===== src/rtl/shared_reg_arbiter.sv =====
// Purpose: round-robin arbiter and write sequencer for one shared WIDTH-bit register (q / q_bar).
// Latency: req in cycle n -> grant in n+1 -> q updated in n+2; back-to-back grants with no idle cycle.
// Backpressure: a requester holds req/wr_data until granted; dropping req in its grant cycle abandons the write.
module shared_reg_arbiter #(
   parameter int N_REQ = 4,
   parameter int WIDTH = 8,
   parameter int ID_W  = 2
) (
   input  logic                   clk,
   input  logic                   reset_n,
   input  logic [N_REQ-1:0]       req,
   input  logic [N_REQ*WIDTH-1:0] wr_data,
   output logic [N_REQ-1:0]       grant,
   output logic                   busy,
   output logic [WIDTH-1:0]       q,
   output logic [WIDTH-1:0]       q_bar,
   output logic [ID_W-1:0]        last_id
);

   localparam logic [0:0] S_IDLE  = 1'b0;
   localparam logic [0:0] S_GRANT = 1'b1;

   localparam logic [ID_W-1:0] LAST_IDX = ID_W'(N_REQ - 1);

   logic [0:0]      state;
   logic [ID_W-1:0] ptr;
   logic [ID_W-1:0] g_idx;
   logic [ID_W-1:0] base;
   logic            win_vld;
   logic [ID_W-1:0] win_idx;
   logic [WIDTH-1:0] g_dat;

   // Priority base: the updated pointer when leaving a grant, else the stored pointer.
   always_comb begin
      base = ptr;
      if (state == S_GRANT) begin
         base = (g_idx == LAST_IDX) ? '0 : g_idx + ID_W'(1);
      end
   end

   // Rotating priority search starting at base.
   always_comb begin
      int idx;
      win_vld = 1'b0;
      win_idx = '0;
      for (int k = 0; k < N_REQ; k++) begin
         idx = int'(base) + k;
         if (idx >= N_REQ) idx = idx - N_REQ;
         if (!win_vld && req[idx]) begin
            win_vld = 1'b1;
            win_idx = ID_W'(idx);
         end
      end
   end

   // Data word of the currently granted requester.
   always_comb begin
      g_dat = wr_data[int'(g_idx)*WIDTH +: WIDTH];
   end

   // Grant vector and busy flag decoded from the registered FSM state.
   always_comb begin
      grant = '0;
      if (state == S_GRANT) grant = N_REQ'(1) << g_idx;
      busy = (state == S_GRANT);
   end

   // FSM, commit of the granted write, and pointer advance.
   always_ff @(posedge clk) begin
      if (!reset_n) begin
         state   <= S_IDLE;
         ptr     <= '0;
         g_idx   <= '0;
         q       <= '0;
         q_bar   <= '1;
         last_id <= '0;
      end else begin
         if (state == S_GRANT) begin
            if (req[g_idx]) begin
               q       <= g_dat;
               q_bar   <= ~g_dat;
               last_id <= g_idx;
            end
            ptr <= base;
         end
         if (win_vld) begin
            state <= S_GRANT;
            g_idx <= win_idx;
         end else begin
            state <= S_IDLE;
         end
      end
   end

endmodule


===== config.mk =====
export PLATFORM = sky130hd
export DESIGN_NAME = shared_reg_arbiter
export DESIGN_NICKNAME = d
export VERILOG_FILES = /design/src/rtl/shared_reg_arbiter.sv
export SDC_FILE = /design/constraint.sdc
export NUM_CORES = 1
export LEC_CHECK = 0
export CAP_MARGIN = 20
export CORE_MARGIN = 3
export CORE_UTILIZATION = 43
export CTS_BUF_LIST = sky130_fd_sc_hd__clkbuf_16
export DETAILED_ROUTE_END_ITERATION = 8
export HOLD_SLACK_MARGIN = 0.02
export PLACE_DENSITY = 0.83
export REMOVE_ABC_BUFFERS = 1
export SYNTH_ARGS = -nofsm -noshare
export SYNTH_HDL_FRONTEND = slang
export SYNTH_SLANG_ARGS = --single-unit

===== constraint.sdc =====
create_clock -name clk -period 5.1 [get_ports clk]
set_input_delay 0.765 -clock clk [delete_from_list [all_inputs] [get_ports clk]]
set_output_delay 0.765 -clock clk [all_outputs]
set_load 0.02 [all_outputs]

After elaboration in Yosys (flattened, before gate mapping). Index checks and enable logic that the tools add are counted. W data, S select, Z words.

Register bits: 23. Output and inout bits: 23. Input bits: 38. Word-level logic and storage cells: 64.

$add $sub $neg: 8. Equality and inequality tests: 1. Mux-type cells: 30. $lt $le $gt $ge: 9. Shift-type cells: 2. Bitwise logic cells: 1. Reductions and logical operators: 7.

Operator list (count): $lt A32 B4 Y1 const B (4); $mux W32 (4); $shiftx A32 B6 Y8 (1); $mux W1 (14); $mux W2 (6); $sub A3 B3 Y4 const B (3); $bmux W1 S2 (5); $ge A3 B3 Y1 const B (3); $not A8 Y8 (1); $add A2 B2 Y3 const B (2); $mux W4 (1); $shl A1 B2 Y4 const A (1); $sub A2 B3 Y4 const B (1); $add A2 B1 Y3 const B (1); $ge A2 B3 Y1 const B (1); $logic_and A1 B1 Y1 (3); $logic_not A1 Y1 (3); $lt A2 B3 Y1 const B (1); $add A2 B1 Y2 const B (1); $eq A2 B2 Y1 const B (1); $reduce_and A2 Y1 (1).

Longest topological paths before layout.
Depth in word-level cells: 19. Gate-level depth with buffers: 7. Gate-level depth less buffers: 6.

Worst setup path after synthesis. OpenSTA, ideal clock, no wires.

Kind: reg2out. From: register g_idx[1]. To: output grant[1]. Arrival: 1.064 ns. Data required time: 4.335 ns. Path buffers: 1. Cell stages (with the launch flop): 5. Slack: 3.271 ns. Path through: dfxtp_1 buf_2 inv_1 ha_1 and2_1.

Longest elaborated chain between the ends: 2.

Ends and longest elaborated chain: from (decl) (line 27) `logic [ID_W-1:0] g_idx;`; from (signal assigned) (line 88) `g_idx <= win_idx;`; $shl A1 B2 Y4 (line 64) `if (state == S_GRANT) grant = N_REQ'(1) << g_idx;`; $mux W4 (line 64); to (decl) (line 13) `output logic [N_REQ-1:0] grant,`.

Every way passes these cells.

Final worst setup path.
From: register g_idx[0]. To: output grant[0].

Same word-level chain as after synthesis.

==> qor.json <==
{
  "ctsResizeCount": 0,
  "synth.largest_area_cell": "sky130_fd_sc_hd__dfxtp_1",
  "routed_wire_per_std_cell_um": 16.0,
  "synth-simple-area-share_pct": 17.1,
  "worst_setup_path_start_kind": "register",
  "synthCells": 121,
  "initial_core_util_pct": 45.4,
  "register_area_um2": 460,
  "count_of_nets_left_with_antenna_violations_after_detail_routing": 0,
  "cts_setup_buffers": 0,
  "slew-limit-headroom_pct": 41.4,
  "design.die.area_um2": 3620,
  "yosys.cell_count.top_type": "sky130_fd_sc_hd__dfxtp_1",
  "worstPathMaxFanout": 16,
  "holdCritStartpoint": "q[1]",
  "yosys.area_share.adder_pct": 3.96,
  "yosysTopAreaCellShare_pct": 36.5,
  "aggregate_global_route_resource_usage_pct": 20.0,
  "syn_to_final_growth_pct": 54.0,
  "grt_setup_unrepaired": "no",
  "ctsRootBufferMaster": "sky130_fd_sc_hd__clkbuf_16",
  "async_s_r_ff_share_synth_pct": 0,
  "post-route-period-util_pct": 56.0,
  "post_synthesis_average_cell_area_um2": 10.4,
  "synth_top_flop_cell": "sky130_fd_sc_hd__dfxtp_1",
  "setup_viol_count_final": 0,
  "synth.lib_cells_used.distinct": 34,
  "critical_path_required_ns": 4.34,
  "dominant_combinational_cell_family_by_area_after_synthesis": "multiplexers",
  "grt_antenna_before_repair": 0,
  "synth_compound_area_share_pct": 17.6,
  "timing.hold.worst.class": "register to register",
  "postCtsHoldBufs": 0,
  "iteration_0_drc_count_of_the_detailed_router": 36,
  "yosys_warnings": 0,
  "crit_path_max_incr_delay_ns": 0.77,
  "worst-r2r-cell-count": 4,
  "critical_path.slowest_cell": "sky130_fd_sc_hd__dfxtp_1",
  "final_design_area_no_fill_um2": 1940,
  "cp_cell_sequence": "inv_1 > ha_1 > and2_1 > clkdlybuf4s50_1",
  "ys_seq_area_share_pct": 36.5,
  "final.fill_count": 222,
  "htreeDepth": 1,
  "core_region_area_um2": 2780,
  "worst_pin_slew_ns": 0.879,
  "tritoncts": "yes",
  "drcViolationCount": 0,
  "vias_per_cell": 5.50,
  "min_period_ns": 2.86,
  "worst_clock_skew_ns": 0.00356,
  "power.density_nw_per_um2": 286,
  "crit_path_end_kind": "output port",
  "cts.reportedPaths.clkPinSlew_ns": 0.06,
  "die_h_um": 60.2,
  "layout.nets": 222,
  "synth-edff-count": 0,
  "wirelength_mm": 3.37,
  "totalPowerFinal_mw": 0.557,
  "die_width_um": 60.2,
  "worst_r2r_startpoint": "g_idx[1]",
  "whs_path_depth": 2,
  "dr_vias": 1155,
  "path_depth": 4,
  "vdd.ir_drop.worst_mv": 0.285,
  "dpl-instance-area_um2": 1860,
  "cts.sinks": 23,
  "synth.top_cells.by_count": "sky130_fd_sc_hd__dfxtp_1, sky130_fd_sc_hd__nand2_1, sky130_fd_sc_hd__and2_1",
  "slew_viol_final": 0,
  "cts_max_path_buffers": 2,
  "crit_family": "flip-flops",
  "place_hpwl_mm": 2.46,
  "timing.critical_path.arrival_ns": 2.09,
  "cap_violations": 0,
  "first_global_vias": 1172,
  "mappedNetlistArea_um2": 1260,
  "synth_top_cells_by_area": "sky130_fd_sc_hd__dfxtp_1, sky130_fd_sc_hd__mux4_1, sky130_fd_sc_hd__and2_1, sky130_fd_sc_hd__nand2_1, sky130_fd_sc_hd__ha_1",
  "synth.mux.area_fraction_pct": 20.9,
  "num_antenna_cells": 0,
  "run_status": "finished clean",
  "post_synthesis_xor_xnor_area_fraction_pct": 0,
  "fmaxAchievable_mhz": 350,
  "total_gr_overflow": 0,
  "synthesized_flop_and_latch_total": 23,
  "cts_inserted_buffers": 3,
  "design.portCount": 61,
  "crit_buf_inv": 2,
  "floorplan.rows": 19,
  "detail_route.first_pass.iterations": 4,
  "clock_insertion_delay_worst_skew_ns": 0.26,
  "tns_ns": 0,
  "buffer_ports.inserted": 60,
  "routabilityCongestion": 0.807,
  "pin_count_of_the_biggest_net_entering_global_routing": 17,
  "report.final.hold_viol_count": 0,
  "power.leakage_nw": 0.739,
  "multiInputGateArea_um2": 753,
  "final_layout_size_suffix_gt1_share_pct": 6.15,
  "grt_pass1_wl_mm": 5.33,
  "crit_path_start": "g_idx[0]",
  "timing_worst_setup_path_type": "register to output port"
}
==> stage by stage <==
| step | setup WS (ns) | util, % | hold WS (ns) | cells |
|---|---|---|---|---|
| 2_1_floorplan | 3.19 | - | 0.510 | 115 |
| 3_3_place_gp | 2.43 | 67.0 | 0.442 | 206 |
| 3_5_place_dp | 2.42 | 67.0 | 0.451 | 206 |
| 4_1_cts | 2.23 | 69.9 | 0.461 | 210 |
| 5_1_grt | 2.09 | 69.9 | 0.485 | 210 |
| 6_report | 2.24 | 69.9 | 0.458 | 210 |
==> cell families (layout without fill, tap and decap cells) <==
logic type               after synthesis  in the layout
buffers and inverters                  9             67
flip-flops                            23             23
adder cells (fa/ha/maj)                4              4
AND/OR/NAND/NOR                       43             43
multiplexers                          13             13
AO/OA/AOI/OAI                         29             29
==> worst reg2reg max path, cell delays in order (launching register included) <==
cell                        delay, ns
sky130_fd_sc_hd__dfxtp_1         0.72
sky130_fd_sc_hd__mux2i_1         0.26
sky130_fd_sc_hd__o2bb2ai_1       0.75
sky130_fd_sc_hd__nand2_1         0.18
sky130_fd_sc_hd__a21o_1          0.21
==> cell type report <==
| class | instances | area share (%) |
|---|---|---|
| clock buffer | 3 | 3.86 |
| clock inverter | 1 | 0.257 |
| inverter | 3 | 0.579 |
| multi-input combinational | 89 | 38.7 |
| sequential | 23 | 23.7 |
| tap | 31 | 1.99 |
| timing repair buffer | 60 | 30.9 |
==> routing by layer <==
metal	global-route usage (%)	vias up	share of wire (%)
li1	-	556	-
met1	22.8	554	38
met2	35.3	37	55
met5	0	-	0
met4	8.54	0	1.7
met3	4.75	8	5.1
==> state kept, by name, indices dropped and copies added, names as in the netlist <==
name and flops:
q 8, g_idx 2, q_bar 8, ptr 2, last_id 2, busy 1
==> power breakdown <==
part           leakage, nW  switching (mW)  total, mW  internal, mW
logic                0.509          0.0712      0.168        0.0972
registers            0.189          0.0196      0.217         0.197
clock network       0.0409          0.0659      0.171         0.106
==> placed cells by master, fill, tap and decap left out <==
| cell type | count |
|---|---|
| sky130_fd_sc_hd__clkdlybuf4s50_1 | 60 |
| sky130_fd_sc_hd__dfxtp_1 | 23 |
| sky130_fd_sc_hd__nand2_1 | 14 |
| sky130_fd_sc_hd__and2_1 | 11 |
| sky130_fd_sc_hd__nor2_1 | 8 |
| sky130_fd_sc_hd__nand2b_1 | 7 |
| sky130_fd_sc_hd__mux4_1 | 7 |
| sky130_fd_sc_hd__a21oi_1 | 6 |
| sky130_fd_sc_hd__a21o_1 | 5 |
| sky130_fd_sc_hd__ha_1 | 4 |
| sky130_fd_sc_hd__inv_1 | 3 |
| sky130_fd_sc_hd__o21ai_1 | 3 |
| sky130_fd_sc_hd__o21a_1 | 3 |
| sky130_fd_sc_hd__clkbuf_16 | 3 |
| sky130_fd_sc_hd__mux2i_1 | 2 |
| sky130_fd_sc_hd__o2bb2ai_1 | 2 |
| sky130_fd_sc_hd__mux2_2 | 2 |
| sky130_fd_sc_hd__mux2_4 | 1 |
| sky130_fd_sc_hd__a2bb2oi_4 | 1 |
| sky130_fd_sc_hd__nor4_1 | 1 |
| sky130_fd_sc_hd__nor2b_1 | 1 |
| sky130_fd_sc_hd__o21bai_1 | 1 |
| sky130_fd_sc_hd__a31oi_1 | 1 |
| sky130_fd_sc_hd__a221oi_1 | 1 |
| sky130_fd_sc_hd__mux4_2 | 1 |
| sky130_fd_sc_hd__and2_4 | 1 |
| sky130_fd_sc_hd__a22oi_1 | 1 |
| sky130_fd_sc_hd__o22ai_1 | 1 |
| sky130_fd_sc_hd__a31o_1 | 1 |
| sky130_fd_sc_hd__o311ai_0 | 1 |
| sky130_fd_sc_hd__o21ai_0 | 1 |
| sky130_fd_sc_hd__a221oi_2 | 1 |
| sky130_fd_sc_hd__clkinv_2 | 1 |
==> final timing paths <==
path / endpoint / slack, ns
worst min register to register: q[1] / 0.46
worst max-delay path: grant[0] / 2.24
worst min-delay path: q[1] / 0.46
worst max register to register: q_bar[1] / 2.88
No activity file was read; power rests on OpenSTA's default activity.
